**config.mk**
```make
export PLATFORM = sky130hd
export DESIGN_NAME = cam_capture_sequencer
export DESIGN_NICKNAME = d
export VERILOG_FILES = /design/src/rtl/cam_dbg_pkg.sv /design/src/rtl/sync_edge_det.sv /design/src/rtl/cam_capture_sequencer.sv
export SDC_FILE = /design/constraint.sdc
export NUM_CORES = 1
export LEC_CHECK = 0
export ABC_CLOCK_PERIOD_IN_PS = 4950
export CORE_MARGIN = 10
export CORE_UTILIZATION = 55
export CTS_BUF_LIST = sky130_fd_sc_hd__clkbuf_16
export CTS_CLUSTER_DIAMETER = 100
export DETAILED_ROUTE_END_ITERATION = 6
export PLACE_DENSITY = 0.84
export SYNTH_ARGS = -nofsm -noshare
export SYNTH_HDL_FRONTEND = slang
export SYNTH_SLANG_ARGS = --single-unit
export TNS_END_PERCENT = 10
```
**constraint.sdc**
```tcl
create_clock -name clk -period 4.95 [get_ports clk]
set_clock_uncertainty 0.15 [all_clocks]
set_input_delay 0.99 -clock clk [delete_from_list [all_inputs] [get_ports clk]]
set_output_delay 0.99 -clock clk [all_outputs]
set_load 0.02 [all_outputs]
```
**src/rtl/cam_dbg_pkg.sv**
```systemverilog
// cam_dbg_pkg
//   Shared definitions for the camera debug capture path: sequencer state
//   encoding and default counter widths.
package cam_dbg_pkg;

  localparam int CAM_LINE_W = 11;
  localparam int CAM_PIX_W  = 12;
  localparam int CAM_NFR_W  = 4;

  typedef enum logic [1:0] {
    SEQ_IDLE    = 2'd0,
    SEQ_WAIT_VS = 2'd1,
    SEQ_ACTIVE  = 2'd2,
    SEQ_DONE    = 2'd3
  } cam_seq_state_t;

endpackage

```
**src/rtl/sync_edge_det.sv**
```systemverilog
// sync_edge_det
//   Two-flop synchroniser for an asynchronous pin followed by registered
//   rise/fall detection. A pin edge before clock edge k gives a one-cycle
//   pulse visible after edge k+1; lvl changes at the same edge.
// Ports
//   clk    in   system clock
//   reset  in   synchronous, active-high
//   in     in   raw asynchronous pin
//   lvl    out  synchronised level
//   rise   out  one-cycle rising-edge pulse
//   fall   out  one-cycle falling-edge pulse
module sync_edge_det (
  input  logic clk,
  input  logic reset,
  input  logic in,
  output logic lvl,
  output logic rise,
  output logic fall
);

  logic s1;
  logic s2;

  always_ff @(posedge clk) begin
    if (reset) begin
      s1   <= 1'b0;
      s2   <= 1'b0;
      rise <= 1'b0;
      fall <= 1'b0;
    end else begin
      s1   <= in;
      s2   <= s1;
      rise <= s1 & ~s2;
      fall <= ~s1 & s2;
    end
  end

  assign lvl = s2;

endmodule

```
**src/rtl/cam_capture_sequencer.sv**
```systemverilog
// cam_capture_sequencer
//   Opens capture_en for exactly num_frames whole sensor frames after an arm
//   request, and counts completed lines and captured pixels per line.
//
//   state   | meaning
//   IDLE    | waiting for arm with a non-zero frame count
//   WAIT_VS | armed; waiting for VSYNC fall to start a whole frame
//   ACTIVE  | frame in progress; capture_en follows synchronised HREF
//   DONE    | last frame ended; done pulses for this cycle
//
// Ports
//   clk, reset             clock, synchronous active-high reset
//   arm, abort             one-cycle requests (abort wins)
//   num_frames             frames to capture, sampled on accepted arm
//   vsync_in, href_in      raw sensor pins
//   busy, capture_en       status / pixel qualifier
//   frame_start, frame_end per-frame pulses
//   done                   pulse after the last requested frame
//   line_count             completed lines in current frame (saturating)
//   pixel_count            capture_en cycles in current line (saturating)
module cam_capture_sequencer
  import cam_dbg_pkg::*;
#(
  parameter int LINE_W = CAM_LINE_W,
  parameter int PIX_W  = CAM_PIX_W,
  parameter int NFR_W  = CAM_NFR_W
) (
  input  logic              clk,
  input  logic              reset,
  input  logic              arm,
  input  logic              abort,
  input  logic [NFR_W-1:0]  num_frames,
  input  logic              vsync_in,
  input  logic              href_in,
  output logic              busy,
  output logic              capture_en,
  output logic              frame_start,
  output logic              frame_end,
  output logic              done,
  output logic [LINE_W-1:0] line_count,
  output logic [PIX_W-1:0]  pixel_count
);

  localparam logic [1:0] ST_IDLE    = 2'(SEQ_IDLE);
  localparam logic [1:0] ST_WAIT_VS = 2'(SEQ_WAIT_VS);
  localparam logic [1:0] ST_ACTIVE  = 2'(SEQ_ACTIVE);
  localparam logic [1:0] ST_DONE    = 2'(SEQ_DONE);

  logic             vs_lvl, vs_rise, vs_fall;
  logic             href_lvl, href_rise, href_fall;
  logic [1:0]       state, state_nxt;
  logic [NFR_W-1:0] frames_left;
  logic             arm_ok;
  logic             vs_start;

  sync_edge_det u_vsync (
    .clk   (clk),
    .reset (reset),
    .in    (vsync_in),
    .lvl   (vs_lvl),
    .rise  (vs_rise),
    .fall  (vs_fall)
  );

  sync_edge_det u_href (
    .clk   (clk),
    .reset (reset),
    .in    (href_in),
    .lvl   (href_lvl),
    .rise  (href_rise),
    .fall  (href_fall)
  );

  assign arm_ok   = (state == ST_IDLE) && arm && (num_frames != '0);
  // fall and lvl register on the same edge, so this only ties the frame
  // start to the settled low level of VSYNC.
  assign vs_start = vs_fall & ~vs_lvl;

  always_comb begin
    state_nxt = state;
    if (abort) begin
      state_nxt = ST_IDLE;
    end else begin
      case (state)
        ST_IDLE:    if (arm_ok) state_nxt = ST_WAIT_VS;
        ST_WAIT_VS: if (vs_start) state_nxt = ST_ACTIVE;
        ST_ACTIVE:  if (vs_rise)
                      state_nxt = (frames_left == NFR_W'(1)) ? ST_DONE : ST_WAIT_VS;
        ST_DONE:    state_nxt = ST_IDLE;
        default:    state_nxt = ST_IDLE;
      endcase
    end
  end

  assign busy        = (state == ST_WAIT_VS) || (state == ST_ACTIVE);
  assign capture_en  = (state == ST_ACTIVE) && href_lvl;
  assign frame_start = (state == ST_WAIT_VS) && vs_start && !abort;
  assign frame_end   = (state == ST_ACTIVE) && vs_rise && !abort;
  assign done        = (state == ST_DONE) && !abort;

  always_ff @(posedge clk) begin
    if (reset) begin
      state       <= ST_IDLE;
      frames_left <= '0;
      line_count  <= '0;
      pixel_count <= '0;
    end else begin
      state <= state_nxt;

      if (abort)          frames_left <= '0;
      else if (arm_ok)    frames_left <= num_frames;
      else if (frame_end) frames_left <= frames_left - NFR_W'(1);

      if (frame_start) begin
        line_count  <= '0;
        pixel_count <= '0;
      end else if (state == ST_ACTIVE) begin
        // A new line restarts the count; the rising cycle is itself a
        // captured pixel, so it loads 1 rather than 0.
        if (href_rise)
          pixel_count <= capture_en ? PIX_W'(1) : '0;
        else if (capture_en && (pixel_count != '1))
          pixel_count <= pixel_count + PIX_W'(1);

        if (href_fall && (line_count != '1))
          line_count <= line_count + LINE_W'(1);
      end
    end
  end

endmodule
```
Word-level counts from Yosys, hierarchy flattened
Cells that the tools add are included.
{"block": "totals", "output_inout_bits": 28, "ff_bits": 37, "word_cells": 64, "in_bits": 10}
{"block": "classes", "reduce_logical": 21, "n_eq_ne": 9, "n_addsub": 3, "muxes": 10, "bitwise": 9}
{"op": "2-to-1 mux 12 bit", "n": 2}
{"op": "adder 12 x 1 -> 12 bit, second input constant", "n": 1}
{"op": "inequality test 12 bit, second input constant", "n": 1}
{"op": "adder 11 x 1 -> 11 bit, second input constant", "n": 1}
{"op": "inequality test 11 bit, second input constant", "n": 1}
{"op": "logical AND 1 bit", "n": 10}
{"op": "2-to-1 mux 2 bit", "n": 4}
{"op": "2-to-1 mux 4 bit", "n": 2}
{"op": "case mux 2 bit (4 select lines)", "n": 1}
{"op": "AND 1 bit", "n": 5}
{"op": "== test 2 bit, second input constant", "n": 2}
{"op": "== test 4 x 1 -> 1 bit, second input constant", "n": 1}
{"op": "inequality test 2 bit, second input constant", "n": 2}
{"op": "NOT 1 bit", "n": 4}
{"op": "AND reduction 2 bit", "n": 2}
{"op": "nonzero test 2 bit", "n": 2}
{"op": "nonzero test 4 bit", "n": 1}
{"op": "OR reduction 2 bit", "n": 2}
{"op": "subtractor 4 x 1 -> 4 bit, second input constant", "n": 1}
{"op": "AND reduction 3 bit", "n": 1}
{"op": "== test 2 x 1 -> 1 bit, second input constant", "n": 1}
{"op": "zero test 2 bit", "n": 1}
{"op": "inequality test 2 x 1 -> 1 bit, second input constant", "n": 1}
{"op": "zero test 1 bit", "n": 1}
{"op": "2 further kinds", "n": 2}

Logic depth before layout (Yosys ltp)
{"block": "depth", "ltp_word": 5, "mapped_depth": 8, "ltp_nobuf": 7}

Modules after synthesis
From an unflattened synthesis, not the netlist that was laid out.
{"block": "unflattened", "hier_cells": 214, "area_unflattened_um2": 1899.3}
{"module": "cam_capture_sequencer", "area_per_inst_um2": 1664.1, "cells_per_inst": 198, "n_inst": 1, "seq_area_each_um2": 580.6}
{"module": "sync_edge_det", "area_per_inst_um2": 117.6, "cells_per_inst": 8, "n_inst": 2, "seq_area_each_um2": 80.1}

Worst setup path before layout
No wires, ideal clock.
{"block": "synth_path", "kind": "input to output", "from": "input abort", "to": "output frame_start", "required_ns": 3.810, "arrival_ns": 1.601, "n_path_buf": 0, "path_slack_ns": 2.209, "path_stages": 1, "cell_sequence": "nor3b_1"}
{"block": "synth_between", "elab_chain_len": 2}
{"element": "start, declared", "line_no": "cam_capture_sequencer.sv:31", "rtl": "input logic abort,"}
{"element": "zero test 1 bit", "line_no": "cam_capture_sequencer.sv:97", "rtl": "assign frame_start = (state == ST_WAIT_VS) && vs_start && !abort;"}
{"element": "logical AND 1 bit", "line_no": "cam_capture_sequencer.sv:97"}
{"element": "end, declared", "line_no": "cam_capture_sequencer.sv:37", "rtl": "output logic frame_start,"}
No other way between the ends.

Worst setup path in the final report
{"block": "layout_path", "from": "input abort", "to": "output frame_end"}
{"block": "layout_between", "elab_chain_len": 2}
{"element": "zero test 1 bit", "line_no": "cam_capture_sequencer.sv:98", "rtl": "assign frame_end = (state == ST_ACTIVE) && vs_rise && !abort;"}
{"element": "logical AND 1 bit", "line_no": "cam_capture_sequencer.sv:98"}
{"element": "end, declared", "line_no": "cam_capture_sequencer.sv:38", "rtl": "output logic frame_end,"}
No other way between the ends.

==> out/metrics.csv <==
stage,metric,value,unit
finish,synth-to-layout area growth,27.8,%
finish,Antenna diodes,0,
critical_path,R2R cell count,6,
timing,final count of hold timing violations,0,
cts,Max clock buf depth,2,
drt,Detail Route Antenna Nets,0,
die,I/O Pins,38,
cts,H-tree levels,2,
critical_path,Critical Path End Type,primary output,
synthesis,sequential area share after synthesis,39.7,%
cts,setup bufs post-CTS,0,
cts,CTS root buf,clkbuf_16,
timing,slew margin rel.,44.6,%
critical_path,Worst EP arrival,2.56,ns
finish,area occupied by multi-input gates,1060,µm²
pwr,Logic pwr share,6.3,%
timing,worst slew pin tran,0.824,ns
critical_path,Worst EP required,3.81,ns
grt,total congestion overflow,0,
timing,setup TNS,0,ns
synthesis,Synthesis Warnings,0,
pwr,clock group share of total power,45.4,%
cts,clock latency on the worst-skew pair,0.28,ns
grt,largest net degree at the start of global routing,20,
grt,busiest grt layer,met2,
grt,met3 usage in global routing,6.15,%
placement,Post-DP HPWL,3020,µm
synthesis,#FFs+latches synth,37,
synthesis,distinct cell type count after synthesis,48,
die,DIE AREA,6120,µm²
drt,Via density,5.52,
pwr,power per cell area,267,nW/µm²
drt,WL final,4190,µm
pwr,Final Power,637,µW
drt,routed via count,1645,
critical_path,R2R Setup Slk,2.75,ns
die,Core Region,3310,µm²
cts,CTS buffer count,5,
min_path,hold path startpoint,u_vsync.s1,
die,Initial Util,56.3,%
min_path,path category of the worst min-delay check,flip-flop to flip-flop,
grt,vias in the first global route,1571,
timing,unrepaired setup endpoints after global routing,no,
die,Row Count,21,
timing,Final Slew Violations,0,
cts,CTS sink cnt,37,
finish,nets@finish,271,
cts,post_cts resized,0,
synthesis,Mapped Cells,214,
drt,TritonRoute pass-1 iters,4,
critical_path,Crit Path Category,input port to primary output,
timing,Fmax achieved,270,MHz
grt,met1 usage,15.7,%
outcome,status,"complete, no violations",
drt,WL/cell,14.1,µm
min_path,WHS Endpoint,u_vsync.fall,
cts,CTS tree,yes,
timing,post-layout min period,3.70,ns
critical_path,Startpoint Class,input port,
synthesis,Mapped Area,1870,µm²
grt,GRT Total Usage,13.8,%
pwr,switching fraction of total power,21.2,%
pwr,Pint,502,µW
die,Die Y,78.2,µm
die,Die Width,78.2,µm
flow_run,maxcap violations,0,
finish,Layout Cells excl Fill,298,
critical_path,crit path max fanout,6,
cts,"Reg clk slew, reported paths",0.05,ns
finish,number of fill cells,260,
cts,cts-stage hold buffer count,0,
grt,first-pass GRT wire length,7110,µm
drt,1st-iter DRT viols,124,
pwr,Leak,0.811,nW
grt,M2 GR Usage,22.5,%
placement,dpl cells,291,
placement,gpl congestion,0.822,
finish,design area,2380,µm²
finish,Storage cell area,741,µm²
critical_path,RR Endpoint,pixel_count[9],
grt,initial antenna violation count,0,
pwr,Worst VDD drop,0.000253,V
placement,# port buffers,37,
placement,Area after DPL,2250,µm²
timing,period utilization,74.8,%
critical_path,FF-to-FF Start,state[0],
min_path,Hold Crit Depth,1,
synthesis,syn_nets,233,
synthesis,syn_area_per_cell,8.72,µm²
finish,share of cells above drive strength 1,8.33,%
drt,# DRC,0,
pwr,P_sw,135,µW
timing,Final Setup Violations,0,
pwr,sequential power share,48.4,%
-- power by group through the flow --
stage,logic (mW),clock network [mW],registers [mW]
3_5_place_dp,0.0393,0,0.314
3_3_place_gp,0.0389,0,0.314
2_1_floorplan,0.0261,0,0.312
4_1_cts,0.0400,0.293,0.308
5_1_grt,0.0442,0.305,0.308
6_report,0.0399,0.289,0.308
-- metrics by stage --
stage	hold WS [ns]	utilization [%]	setup WS, ns
after floorplan	0.238	-	2.21
after global placement	0.244	68.0	1.27
after detailed placement	0.258	68.0	1.24
after CTS	0.268	72.0	1.24
after global routing	0.276	72.0	1.16
final	0.265	72.0	1.25
-- Yosys cell counts, drive strengths merged --
cell type | number | area (µm²)
ha | 9 | 113
o31a | 1 | 8.76
a211oi | 4 | 30.0
o211ai | 2 | 15.0
nand3b | 3 | 22.5
nor4 | 1 | 21.3
nand4 | 4 | 25.0
nor3 | 7 | 35.0
or2 | 3 | 18.8
buf | 4 | 35.0
and2 | 1 | 7.51
dfxtp | 37 | 741
a41oi | 1 | 8.76
and4 | 1 | 8.76
o21a | 1 | 8.76
o31ai | 2 | 20.0
inv | 6 | 22.5
a31oi | 5 | 31.3
xnor2 | 6 | 52.6
or4 | 2 | 15.0
nor4b | 1 | 8.76
a22oi | 1 | 7.51
or3 | 6 | 43.8
nand3 | 11 | 82.6
a222oi | 1 | 10.0
and3 | 4 | 26.3
a21oi | 13 | 65.1
nand2 | 18 | 75.1
o21ai | 15 | 75.1
clkbuf | 2 | 7.51
xor2 | 4 | 35.0
nor3b | 5 | 42.5
nand2b | 1 | 6.26
nor2 | 25 | 96.4
nor2b | 7 | 43.8
-- how the worst max path moves through the flow --
stage / from / endpoint / cells after the start
floorplan: abort / frame_start / 1
global placement: abort / frame_end / 3
detailed placement: abort / frame_end / 3
CTS: abort / frame_end / 3
global route: abort / frame_end / 3
finish: abort / frame_end / 3
-- critical path: stages --
cell and delay, ns:
clkdlybuf4s50_1 0.46, nor3b_2 0.42, clkdlybuf4s50_1 0.69
-- sequential cells by signal, indices dropped and copies added (netlist names) --
name          cells
state             2
u_vsync.rise      1
u_vsync.fall      1
u_href.lvl        1
u_href.rise       1
u_vsync.s1        1
u_href.s1         1
pixel_count      12
u_href.fall       1
frames_left       4
u_vsync.lvl       1
line_count       11
-- placed cells by master (no fill, tap or decap), types with 7 or more instances in the layout --
cell type / count
dfxtp_1: 37
clkdlybuf4s50_1: 37
nor2_1: 24
nand2_1: 17
a21oi_1: 13
o21ai_0: 11
ha_1: 9
inv_1: 7
nor2b_1: 7
nor3_1: 7
nand3_1: 7
-- cells by family (layout without fill, tap and decap cells) --
| group | after synthesis | in the layout | share of synthesized area (%) |
|---|---|---|---|
| XOR/XNOR | 10 | 10 | 4.69 |
| adder cells (fa/ha/maj) | 9 | 9 | 6.04 |
| AO/OA/AOI/OAI | 46 | 46 | 15.0 |
| buffers and inverters | 12 | 50 | 3.49 |
| AND/OR/NAND/NOR | 100 | 100 | 31.1 |
| flip-flops | 37 | 37 | 39.7 |
-- metal layers --
metal / share of wire (%) / wire (µm) / vias up
met4: 1.3 / 55 / 0
met3: 6.2 / 262 / 6
met5: 0 / 0 / -
li1: - / - / 845
met1: 45 / 1870 / 755
met2: 48 / 2000 / 39
-- layout make-up --
type	instances	share of cell area, %
timing repair buffer	37	15.5
inverter	6	0.945
clock inverter	2	0.315
clock buffer	5	5.25
tap	46	2.41
sequential	37	31.1
multi-input combinational	165	44.5
Power figures use the tool's default switching activity.
